## src/rtl/ps2_key_latch.sv

```systemverilog
// PS/2 set-2 receiver and key-state latch for six game keys, presented as
// 16-bit status words {14'b0, held, latched} to the memory controller.

module ps2_key_cell #(
  parameter logic [7:0] CODE = 8'h00
) (
  input  logic       clk,
  input  logic       rst_n,
  input  logic       code_vld,
  input  logic [7:0] code,
  input  logic       ext,
  input  logic       brk,
  input  logic       kbd_rst,
  output logic       held,
  output logic       latched
);
  logic hit, make;

  assign hit  = code_vld && !ext && (code == CODE);
  assign make = hit && !brk;

  always_ff @(posedge clk or negedge rst_n) begin
    if (!rst_n) begin
      held    <= 1'b0;
      latched <= 1'b0;
    end else begin
      if (hit) held <= !brk;
      // A make in the same cycle as the clear strobe keeps the key latched.
      latched <= make | (latched & ~kbd_rst);
    end
  end
endmodule

module ps2_key_latch #(
  parameter int         FILTER_LEN = 4,
  parameter int         TIMEOUT    = 50000,
  parameter logic [7:0] CODE_FWD   = 8'h1D,
  parameter logic [7:0] CODE_BACK  = 8'h1B,
  parameter logic [7:0] CODE_RIGHT = 8'h23,
  parameter logic [7:0] CODE_LEFT  = 8'h1C,
  parameter logic [7:0] CODE_SHOOT = 8'h29,
  parameter logic [7:0] CODE_RESET = 8'h76
) (
  input  logic        clk,
  input  logic        rst_n,
  input  logic        ps2_clk,
  input  logic        ps2_data,
  input  logic        Keyboard_reset,
  output logic [15:0] FORWARD_Out,
  output logic [15:0] BACKWARD_Out,
  output logic [15:0] TURNRIGHT_Out,
  output logic [15:0] TURNLEFT_Out,
  output logic [15:0] SHOOT_Out,
  output logic [15:0] RESET_Out,
  output logic        frame_err
);
  localparam int NUM_KEYS = 6;
  localparam int FCW      = $clog2(FILTER_LEN + 1);
  localparam int TOW      = $clog2(TIMEOUT + 1);
  localparam logic [FCW-1:0] FILT_MAX = FCW'(FILTER_LEN - 1);
  localparam logic [TOW-1:0] TO_MAX   = TOW'(TIMEOUT - 1);
  localparam logic [NUM_KEYS-1:0][7:0] KEY_CODES =
    {CODE_RESET, CODE_SHOOT, CODE_LEFT, CODE_RIGHT, CODE_BACK, CODE_FWD};

  typedef enum logic [1:0] {IDLE, DATA, PARITY, STOP} state_t;

  // Synchronizers reset to the idle-high bus level.
  logic [1:0] clk_sync, data_sync;
  logic       s_clk, s_data;

  always_ff @(posedge clk or negedge rst_n) begin
    if (!rst_n) begin
      clk_sync  <= 2'b11;
      data_sync <= 2'b11;
    end else begin
      clk_sync  <= {clk_sync[0], ps2_clk};
      data_sync <= {data_sync[0], ps2_data};
    end
  end

  assign s_clk  = clk_sync[1];
  assign s_data = data_sync[1];

  // Glitch filter on the PS/2 clock; level flips after FILTER_LEN agreeing samples.
  logic           filt, filt_d, fall_evt;
  logic [FCW-1:0] filt_cnt;

  always_ff @(posedge clk or negedge rst_n) begin
    if (!rst_n) begin
      filt     <= 1'b1;
      filt_d   <= 1'b1;
      filt_cnt <= '0;
    end else begin
      filt_d <= filt;
      if (s_clk == filt) begin
        filt_cnt <= '0;
      end else if (filt_cnt == FILT_MAX) begin
        filt     <= s_clk;
        filt_cnt <= '0;
      end else begin
        filt_cnt <= filt_cnt + 1'b1;
      end
    end
  end

  assign fall_evt = filt_d & ~filt;

  // Receive FSM
  state_t         state, state_nx;
  logic [7:0]     shreg, shreg_nx;
  logic [2:0]     bit_cnt, bit_cnt_nx;
  logic           par_bit, par_nx;
  logic [TOW-1:0] to_cnt;
  logic           timeout, done, err;

  assign timeout = (state != IDLE) && !fall_evt && (to_cnt == TO_MAX);

  always_comb begin
    state_nx   = state;
    shreg_nx   = shreg;
    bit_cnt_nx = bit_cnt;
    par_nx     = par_bit;
    done       = 1'b0;
    err        = 1'b0;
    case (state)
      IDLE: if (fall_evt && !s_data) begin
        state_nx   = DATA;
        bit_cnt_nx = 3'd0;
      end
      DATA: if (fall_evt) begin
        shreg_nx   = {s_data, shreg[7:1]};
        bit_cnt_nx = bit_cnt + 3'd1;
        if (bit_cnt == 3'd7) state_nx = PARITY;
      end
      PARITY: if (fall_evt) begin
        par_nx   = s_data;
        state_nx = STOP;
      end
      STOP: if (fall_evt) begin
        if (s_data && (^{shreg, par_bit})) done = 1'b1;
        else                               err  = 1'b1;
        state_nx = IDLE;
      end
      default: state_nx = IDLE;
    endcase
    if (timeout) begin
      state_nx = IDLE;
      err      = 1'b1;
    end
  end

  always_ff @(posedge clk or negedge rst_n) begin
    if (!rst_n) begin
      state   <= IDLE;
      shreg   <= '0;
      bit_cnt <= '0;
      par_bit <= 1'b0;
      to_cnt  <= '0;
    end else begin
      state   <= state_nx;
      shreg   <= shreg_nx;
      bit_cnt <= bit_cnt_nx;
      par_bit <= par_nx;
      if (state == IDLE || fall_evt || timeout) to_cnt <= '0;
      else                                      to_cnt <= to_cnt + 1'b1;
    end
  end

  // Accepted byte is handed to the decoder one cycle after the stop bit.
  logic       rx_vld;
  logic [7:0] rx_byte;

  always_ff @(posedge clk or negedge rst_n) begin
    if (!rst_n) begin
      rx_vld    <= 1'b0;
      rx_byte   <= '0;
      frame_err <= 1'b0;
    end else begin
      rx_vld    <= done;
      rx_byte   <= shreg;
      frame_err <= err;
    end
  end

  // Prefix tracking: E0/F0 arm flags consumed by the next real code.
  logic ext, brk, code_vld;

  assign code_vld = rx_vld && (rx_byte != 8'hE0) && (rx_byte != 8'hF0);

  always_ff @(posedge clk or negedge rst_n) begin
    if (!rst_n) begin
      ext <= 1'b0;
      brk <= 1'b0;
    end else if (rx_vld) begin
      if (rx_byte == 8'hE0) begin
        ext <= 1'b1;
      end else if (rx_byte == 8'hF0) begin
        brk <= 1'b1;
      end else begin
        ext <= 1'b0;
        brk <= 1'b0;
      end
    end
  end

  logic [NUM_KEYS-1:0] held, latched;

  for (genvar k = 0; k < NUM_KEYS; k++) begin : g_key
    ps2_key_cell #(.CODE(KEY_CODES[k])) u_cell (
      .clk      (clk),
      .rst_n    (rst_n),
      .code_vld (code_vld),
      .code     (rx_byte),
      .ext      (ext),
      .brk      (brk),
      .kbd_rst  (Keyboard_reset),
      .held     (held[k]),
      .latched  (latched[k])
    );
  end

  assign FORWARD_Out   = {14'b0, held[0], latched[0]};
  assign BACKWARD_Out  = {14'b0, held[1], latched[1]};
  assign TURNRIGHT_Out = {14'b0, held[2], latched[2]};
  assign TURNLEFT_Out  = {14'b0, held[3], latched[3]};
  assign SHOOT_Out     = {14'b0, held[4], latched[4]};
  assign RESET_Out     = {14'b0, held[5], latched[5]};
endmodule

```

## config.mk

```make
export PLATFORM = sky130hd
export DESIGN_NAME = ps2_key_latch
export DESIGN_NICKNAME = d
export VERILOG_FILES = /design/src/rtl/ps2_key_latch.sv
export SDC_FILE = /design/constraint.sdc
export NUM_CORES = 1
export LEC_CHECK = 0
export BUFFER_PORTS_ARGS = -buffer_cell sky130_fd_sc_hd__buf_2
export CAP_MARGIN = 15
export CORE_ASPECT_RATIO = 0.9
export CORE_MARGIN = 3
export CORE_UTILIZATION = 30
export CTS_CLUSTER_SIZE = 12
export DETAILED_ROUTE_END_ITERATION = 8
export PLACE_DENSITY_LB_ADDON = 0.05
export SKIP_LAST_GASP = 1
export SLEW_MARGIN = 20
export SYNTH_ARGS = -nofsm -noshare
export SYNTH_HDL_FRONTEND = slang
export SYNTH_SLANG_ARGS = --single-unit
```

## constraint.sdc

```tcl
create_clock -name clk -period 3.75 [get_ports clk]
set_clock_uncertainty 0.1 [all_clocks]
set_input_delay 0.375 -clock clk [delete_from_list [all_inputs] [get_ports clk]]
set_output_delay 0.375 -clock clk [all_outputs]
set_load 0.005 [all_outputs]
```

* Yosys cells after proc, flatten, opt, wreduce, memory -nomap -nowiden *
Index checks and enable logic that the tools add are counted.

storage, ports and cells
  register bits = 63
  input port bits = 5
  word-level logic and storage cells = 131

operators by class
  add/subtract/negate cells = 3
  equal/unequal tests = 25
  multiplexer cells = 23
  bitwise logic cells = 17
  reductions and logical operators = 36

operators by type and width
  operator                                              count
  equality test 8 x 5 -> 1 bit (second input constant)  3
  logical AND 1 bit                                     19
  adder 16 x 1 -> 16 bit (second input constant)        1
  equality test 16 bit (second input constant)          1
  equality test 8 x 6 -> 1 bit (second input constant)  2
  equality test 8 bit (second input constant)           2
  two-way mux 16 bit                                    1
  != test 8 bit (second input constant)                 2
  != test 3 bit (second input constant)                 5
  two-way mux 2 bit                                     6
  two-way mux 3 bit                                     4
  two-way mux 1 bit                                     10
  AND reduction 2 bit                                   5
  XOR reduction 9 bit                                   1
  equality test 8 x 7 -> 1 bit (second input constant)  1
  one-hot mux 2 bit (4 select lines)                    1
  bitwise AND 1 bit                                     7
  adder 3 x 1 -> 3 bit (second input constant)          2
  != test 2 bit (second input constant)                 3
  bitwise OR 1 bit                                      6
  one-hot mux 3 bit (2 select lines)                    1
  AND reduction 5 bit                                   1
  equality test 2 bit (second input constant)           2
  logical NOT 1 bit                                     4
  other kinds (9)                                       14

* Depth between registers and ports, before layout *
Gate-level depths: netlist of run 1.

  depth in word-level cells = 7
  gate-level depth with buffers = 7
  gate-level depth less buffers = 7

* Hierarchy *
Synthesis of run 1 repeated with hierarchy kept, for this count alone.

second synthesis, totals
  cell total of the unflattened synthesis = 329
  area, all modules = 3,530.9 µm²

modules (own cells, without submodules)
  module                               instances  cells an instance  area each (µm²)  seq. area each (µm²)
  ps2_key_latch                        1          275                2,885.3          1,283.7
  ps2_key_cell at g_key[2].u_cell ...  2          9                  110.1            50.0
  ps2_key_cell at g_key[0].u_cell ...  2          9                  107.6            50.0
  ps2_key_cell at g_key[3].u_cell ...  2          9                  105.1            50.0

* Worst setup path before layout of run 1 *
No wires, ideal clock.

  kind = register to register
  start = reg rx_byte[5]
  end = reg g_key[3].u_cell.latched
  data arrival time = 1.598 ns
  slack = 1.978 ns
  stages on the path, launching flop included = 6
  buffers on the path = 0
  clock period less this slack = 1.772 ns
  path through = dfrtp_1 -> or4b_4 -> nor2_2 -> nand2_2 -> or4_4 -> o21ai_2

between the ends
  cells in the longest elaborated chain, start to end = 7

ends and longest elaborated chain
  what                            line  source
  start, declared                 171   logic [7:0] rx_byte;
  start signal, assigned          180   rx_byte <= shreg;
  != test 8 bit                   188   assign code_vld = rx_vld && (rx_byte != 8'hE0) && (rx_byte != 8'hF0);
  logical AND 1 bit (2 in a row)  188
  logical AND 1 bit               19    assign hit = code_vld && !ext && (code == CODE);
  logical AND 1 bit (*)           19
  logical AND 1 bit (*)           20    assign make = hit && !brk;
  bitwise OR 1 bit (*)            29    latched <= make | (latched & ~kbd_rst);
  end signal, assigned            29
  end, declared                   15    output logic latched

Mark *: on every way between the ends. The rest lies on a longest branch, timed or not.
A chain may end at the register's enable or synchronous reset.

* Worst setup path in the final report of run 1 *
  start = reg filt_d
  end = reg shreg[5]

between the ends
  cells in the longest elaborated chain, start to end = 2

ends and longest elaborated chain
  what                           line  source
  start, declared                85    logic filt, filt_d, fall_evt;
  start signal, assigned         94    filt_d <= filt;
  bitwise AND 1 bit              106   assign fall_evt = filt_d & ~filt;
  AND reduction 2 bit (no line)  n/a
  end signal, assigned           161   shreg <= shreg_nx;
  end, declared                  110   logic [7:0] shreg, shreg_nx;

Every way passes these cells.

==> run_results.csv, run 1 <==
group,metric,value,unit
power_and_ir_drop,leakage,0.00180,uW
synthesis,synth_top_family_by_area,"buffers and inverters",
critical_path,worstPathArrival,2.24,ns
synthesis,synth-compound-area-share,6.25,%
route,drt_iter0_drc,76,
timing,slew_viol_final,0,
clock_network,postCtsSetupRepairBufs,0,
synthesis,synth-main-ff-cell,"dfrtp_1",
floorplan,dieArea,0.0131,mm^2
power_and_ir_drop,ir_drop,348,uV
synthesis,synth_simple_gate_area_share,14.3,%
power_and_ir_drop,pwr-share-comb,22.7,%
floorplan,core_region_area,0.0111,mm^2
timing,finalSetupTns,0,ns
timing,timing.final.crit_share,56.8,%
synthesis,synthMuxAreaShare,3.48,%
clock_network,clk_pin_slew,0.05,ns
route,via_count,2011,
clock_network,clock_sinks,63,
placement,post-place-ws,1.59,ns
critical_path,reg2reg_slack,1.62,ns
clock_network,numCtsBuffers,9,
final_layout,mostFrequentLayoutCells,"conb_1 (84), dfrtp_1 (57), nor2_1 (22)",
clock_network,cts.path.max_buffers,2,
final_layout,diodes,0,
critical_path,cp-start-kind,"flip-flop",
placement,gp_congestion,0.730,
placement,dp_hpwl,4150,um
route,vias_per_cell,3.97,
clock_network,htree_levels,3,
timing,setup_slack,1.62,ns
power_and_ir_drop,sw_frac_of_total,28.5,%
final_layout,n_fill_cell,1119,
synthesis,synthCells,337,
synthesis,synth_edf_count,0,
final_layout,final_cell_count_no_fill,507,
clock_network,ctsResizeCount,0,
timing,fin_crit,2.13,ns
timing,rsz0062_at_grt,"false",
power_and_ir_drop,p_int,1820,uW
route,ant_nets,0,
critical_path,reg2reg_depth,3,
timing,slew_headroom,48.7,%
synthesis,synthAdderAreaFrac,3.20,%
route,drc,0,
hold_path,min_path_type,"input pin to flip-flop",
synthesis,ys_warn_count,0,
final_layout,drive_gt1_share,16.6,%
grt,antenna_found_initial,0,
timing,max_freq,470,MHz
synthesis,avgSynthCellArea,10.4,um^2
power_and_ir_drop,power.switching,726,uW
floorplan,start_util,31.6,%
final_layout,syn2layout_area_growth,6.65,%
grt,grt_max_degree,33,
power_and_ir_drop,clkPwrFrac,40.1,%
synthesis,ys_ff_latch,63,
final_layout,multiInputGateArea,0.00148,mm^2
clock_network,cts_tree,"done",
clock_network,clk_latency,0.33,ns
power_and_ir_drop,seq_power_share,37.2,%
clock_network,hold_buffers,1,
critical_path,end_kind,"flip-flop",
grt,track_usage,9.62,%
grt,grt_remaining_overflow,0,
route,drt-total-wl,5980,um
clock_network,root_buffer,"clkbuf_16",
placement,port_buffers,17,
critical_path,path_class,"flip-flop to flip-flop",
grt,grt_pass1_vias,1824,
grt,grt_pass1_wl,9620,um
hold_path,hold_depth,1,
critical_path,cp_max_fo,12,
floorplan,io_pins,102,
route,wl_per_cell,11.8,um
route,detail_route.first_pass.iterations,3,
timing,setup_viol,0,
final_layout,regArea,0.00158,mm^2
synthesis,synth_area,0.00352,mm^2
floorplan,rows,36,
final_layout,nets,364,
outcome,status,"finished, final reports clean",
timing,hold_viol,0,
synthesis,synth_xor_area_share,5.86,%
placement,place_inst,490,
final_layout,final_common_cell,"conb_1",
floorplan,die_y,109,um
timing,tightest_slew,0.768,ns
synthesis,yosysSeqAreaShare,45.0,%
power_and_ir_drop,powerDensity,677,mW/mm^2
job,max-cap-violations,0,
floorplan,fp.dieW,120,um
critical_path,required,3.86,ns
synthesis,async_flop_share,100,%
synthesis,synth_cell_types,46,
-- metal layers --
| metal | GRT usage (%) | up-vias | share of wire [%] |
|---|---|---|---|
| li1 | - | 976 | - |
| met1 | 12.8 | 958 | 48 |
| met2 | 13.8 | 67 | 44 |
| met3 | 3.99 | 10 | 6.9 |
| met4 | 4.17 | 0 | 1.8 |
| met5 | 0 | - | 0 |
-- cells by family after synthesis --
family,after synthesis
mux,11
buf+inv,109
simple gates,90
flops,63
compound gates,32
other cells,1
xor+xnor,22
fa+ha+maj,9
-- power groups by stage --
stage          Combinational [uW]  Clock [uW]  Sequential, uW
2_1_floorplan                 543           0             917
3_3_place_gp                  587           0             957
3_5_place_dp                  587           0             958
4_1_cts                       591        1050             947
5_1_grt                       666        1080             970
6_report                      578        1020             945
-- final cells by class --
class	count	share of cell area (%)
clock buffer	10	6.10
clock inverter	6	3.53
inverter	8	0.800
multi-input combinational	248	39.4
sequential	63	42.2
tap	152	5.06
timing repair buffer	20	2.93
-- metrics by stage --
step           util [%]  hold WS, ns  power, uW  instance area, um^2
6_report           33.7       0.0405       2540                 3750
4_1_cts            33.7       0.0306       2590                 3750
3_5_place_dp       30.4        0.181       1550                 3380
2_1_floorplan         -      -0.0206       1460                 3830
3_3_place_gp       30.4        0.180       1540                 3380
5_1_grt            33.7       0.0221       2720                 3750
-- synthesized netlist by cell type (2+ instances only) --
| master | count | area share (%) |
|---|---|---|
| o22ai_1 | 3 | 0.53 |
| and2_1 | 2 | 0.36 |
| dfrtp_1 | 57 | 41 |
| nand2b_1 | 7 | 1.2 |
| o41ai_1 | 4 | 0.99 |
| ha_1 | 9 | 3.2 |
| nand2_1 | 15 | 1.6 |
| mux2_2 | 10 | 3.2 |
| inv_1 | 8 | 0.85 |
| and3_1 | 4 | 0.71 |
| nor3_1 | 2 | 0.28 |
| o21a_1 | 2 | 0.43 |
| nand3_1 | 10 | 1.4 |
| buf_4 | 96 | 20 |
| o31ai_1 | 5 | 1.1 |
| o21ai_0 | 10 | 1.4 |
| nor4bb_1 | 2 | 0.57 |
| dfstp_2 | 6 | 4.5 |
| xnor2_1 | 12 | 3.0 |
| nor2b_1 | 4 | 0.71 |
| a22o_1 | 2 | 0.50 |
| nor2_1 | 22 | 2.3 |
| nand4_1 | 5 | 0.89 |
| xor2_1 | 9 | 2.2 |
| nor4b_1 | 2 | 0.50 |
| clkbuf_1 | 5 | 0.53 |
| nor3b_1 | 4 | 0.85 |
| nand3b_1 | 2 | 0.43 |
-- worst max-delay path: stages, from the launching register on --
cell and delay [ns]:
dfstp_2 0.50, nor2b_1 0.61, nand2_1 0.42, mux2_2 0.37
-- final timing paths --
check	to	from
min in group asynchronous	state[1]$_DFFE_PN0P_	rst_n
max in group asynchronous	to_cnt[7]$_DFF_PN0_	rst_n
min reg2reg	data_sync[1]$_DFF_PN1_	data_sync[0]$_DFF_PN1_
max reg2reg	shreg[5]$_DFFE_PN0P_	filt_d$_DFF_PN1_
max	shreg[5]$_DFFE_PN0P_	filt_d$_DFF_PN1_
min	data_sync[0]$_DFF_PN1_	ps2_data
-- sequential cells by signal, summed over array words and instances (netlist names), 2 cells and up --
name	count
to_cnt	16
rx_byte	8
shreg	8
g_key.u_cell.held	6
g_key.u_cell.latched	6
bit_cnt	3
filt_cnt	3
clk_sync	2
data_sync	2
state	2
No activity file was read; power rests on OpenSTA's default activity.
==> run 2, diff against run 1 <==
==> constraint.sdc (replaced) <==
create_clock -name clk -period 1.8 [get_ports clk]
set_clock_uncertainty 0.1 [all_clocks]
set_input_delay 0.18 -clock clk [delete_from_list [all_inputs] [get_ports clk]]
set_output_delay 0.18 -clock clk [all_outputs]
set_load 0.005 [all_outputs]
==> run 2 against run 1 <==
Sequential power is 100% higher. Die area stayed put. Routed wire length is 0.30% lower. Maximum frequency is 20% higher. Worst setup slack worse by 1.6 ns. Core utilization is 1.6 points higher. Final cell count is 5.1% higher. Critical endpoint is now g_key[3].u_cell.latched$_DFF_PN0_. Largest power group is now sequential cells.
==> run_results.csv, run 2 (synthesis results as in run 1) <==
group,metric,value,unit
final_layout,n_fill_cell,1151,
power_and_ir_drop,clkPwrFrac,33.4,%
clock_network,clk_latency,0.32,ns
grt,antenna_found_initial,0,
grt,track_usage,9.42,%
power_and_ir_drop,power.switching,1520,uW
job,max-cap-violations,0,
final_layout,nets,390,
critical_path,cp_max_fo,2,
floorplan,rows,36,
critical_path,cpPeakStageDelay,0.56,ns
final_layout,drive_gt1_share,22.6,%
timing,hold-worst-slack,0.00725,ns
critical_path,end_kind,"flip-flop",
route,wl_per_cell,11.2,um
timing,slew_viol_final,0,
clock_network,numCtsBuffers,9,
critical_path,worstPathArrival,1.93,ns
power_and_ir_drop,pwr-share-comb,28.9,%
placement,dp_hpwl,4250,um
timing,max_freq,563,MHz
final_layout,mostFrequentLayoutCells,"conb_1 (84), dfrtp_1 (57), buf_4 (25)",
floorplan,fp.dieW,120,um
clock_network,cts_tree,"done",
critical_path,crit_chain,"or4b_4 -> nor2_4 -> nand2_2 -> or4_4 -> o21ai_2",
route,detail_route.first_pass.iterations,4,
hold_path,min_path_type,"input pin to flip-flop",
critical_path,cp_slowest_cell,"or4b_4",
grt,grt_pass1_wl,9580,um
placement,port_buffers,17,
route,via_count,2094,
timing,rsz0062_at_grt,"true",
final_layout,largest_reg_flops,16,
floorplan,core_region_area,0.0111,mm^2
timing,hold_viol,0,
clock_network,root_buffer,"clkbuf_16",
placement,placed_area,0.00356,mm^2
timing,timing.final.crit_share,98.6,%
final_layout,final_area,0.00393,mm^2
route,drt-total-wl,5970,um
clock_network,htree_levels,3,
clock_network,cts.path.max_buffers,2,
timing,fin_crit,1.78,ns
route,vias_per_cell,3.93,
floorplan,die_y,109,um
route,drc,0,
power_and_ir_drop,powerDensity,1300,mW/mm^2
final_layout,final_common_cell,"conb_1",
timing,setup_viol,0,
route,ant_nets,0,
floorplan,io_pins,102,
grt,grt_pass1_vias,1954,
power_and_ir_drop,ir_drop,462,uV
floorplan,start_util,31.6,%
critical_path,required,1.96,ns
outcome,status,"finished, final reports clean",
clock_network,clock_sinks,63,
final_layout,syn2layout_area_growth,11.5,%
power_and_ir_drop,seq_power_share,37.7,%
critical_path,cp-start-kind,"flip-flop",
power_and_ir_drop,sw_frac_of_total,29.8,%
clock_network,clk_pin_slew,0.05,ns
route,drt_iter0_drc,54,
floorplan,dieArea,0.0131,mm^2
power_and_ir_drop,p_int,3580,uW
final_layout,top_register,"to_cnt",
critical_path,path_class,"flip-flop to flip-flop",
grt,grt_remaining_overflow,0,
final_layout,top_regs,"to_cnt: 16 flops, rx_byte: 8 flops, shreg: 8 flops",
grt,grt_max_degree,64,
placement,gp_congestion,0.727,
final_layout,diodes,0,
power_and_ir_drop,leakage,0.00192,uW
## run 2: area by class of cell
class | count | area (um^2) | area share (%)
timing repair buffer | 46 | 323 | 8.22
clock inverter | 4 | 45.0 | 1.15
clock buffer | 12 | 246 | 6.28
multi-input combinational | 248 | 1510 | 38.4
sequential | 63 | 1580 | 40.3
inverter | 8 | 30.0 | 0.765
tap | 152 | 190 | 4.84
## run 2: worst max-delay path, delay by kind of cell (launching register included)
family,cells,cell delay (ns)
AND/OR/NAND/NOR,4,1.17
flip-flops,1,0.37
AO/OA/AOI/OAI,1,0.06
## run 2: path summary, 6_finish.rpt
| check | start | end | slack (ns) | cells past startpoint |
|---|---|---|---|---|
| setup / recovery | rx_byte[6]$_DFF_PN0_ | g_key[3].u_cell.latched$_DFF_PN0_ | 0.02 | 5 |
| hold / removal | Keyboard_reset | g_key[3].u_cell.latched$_DFF_PN0_ | 0.007 | 2 |
| setup reg to reg | rx_byte[6]$_DFF_PN0_ | g_key[3].u_cell.latched$_DFF_PN0_ | 0.02 | 5 |
| hold reg to reg | clk_sync[0]$_DFF_PN1_ | clk_sync[1]$_DFF_PN1_ | 0.25 | 0 |
| max in group asynchronous | rst_n | data_sync[1]$_DFF_PN1_ | 0.99 | 3 |
| min in group asynchronous | rst_n | state[0]$_DFFE_PN0P_ | 0.29 | 3 |
## run 2: metrics by stage
stage	total power (uW)	setup WS [ns]	cells	TNS, ns	utilization, %
6_report	5100	0.0248	533	0	35.3
2_1_floorplan	3040	0.0284	420	0	-
3_3_place_gp	3410	0.0376	512	0	32.0
4_1_cts	5150	0.00568	531	0	35.0
5_1_grt	5490	-0.0379	533	-0.0680	35.3
3_5_place_dp	3400	0.00438	512	0	32.0
## run 2: repair_timing
item / in CTS / in global routing
endpoints found under the hold margin: 59 / 0
setup endpoints to repair: 1 / 5
gates resized for setup: 1 / 5
buffers inserted: 0 / 2
hold buffers: 3 / 0
pin swaps: 1 / 1
## run 2: per-layer routing
metal	up-vias	track usage, %	part of all wire [%]
met5	-	0	0
met4	0	4.17	1.2
met3	7	3.37	6.3
met2	66	15.0	47
met1	993	11.6	46
li1	1028	-	-
## run 2: power groups by stage
stage / combinational, uW / clock (uW) / sequential, uW
6_report: 1470 / 1700 / 1920
5_1_grt: 1690 / 1830 / 1970
4_1_cts: 1450 / 1770 / 1940
3_5_place_dp: 1440 / 0 / 1960
3_3_place_gp: 1460 / 0 / 1950
2_1_floorplan: 1130 / 0 / 1910
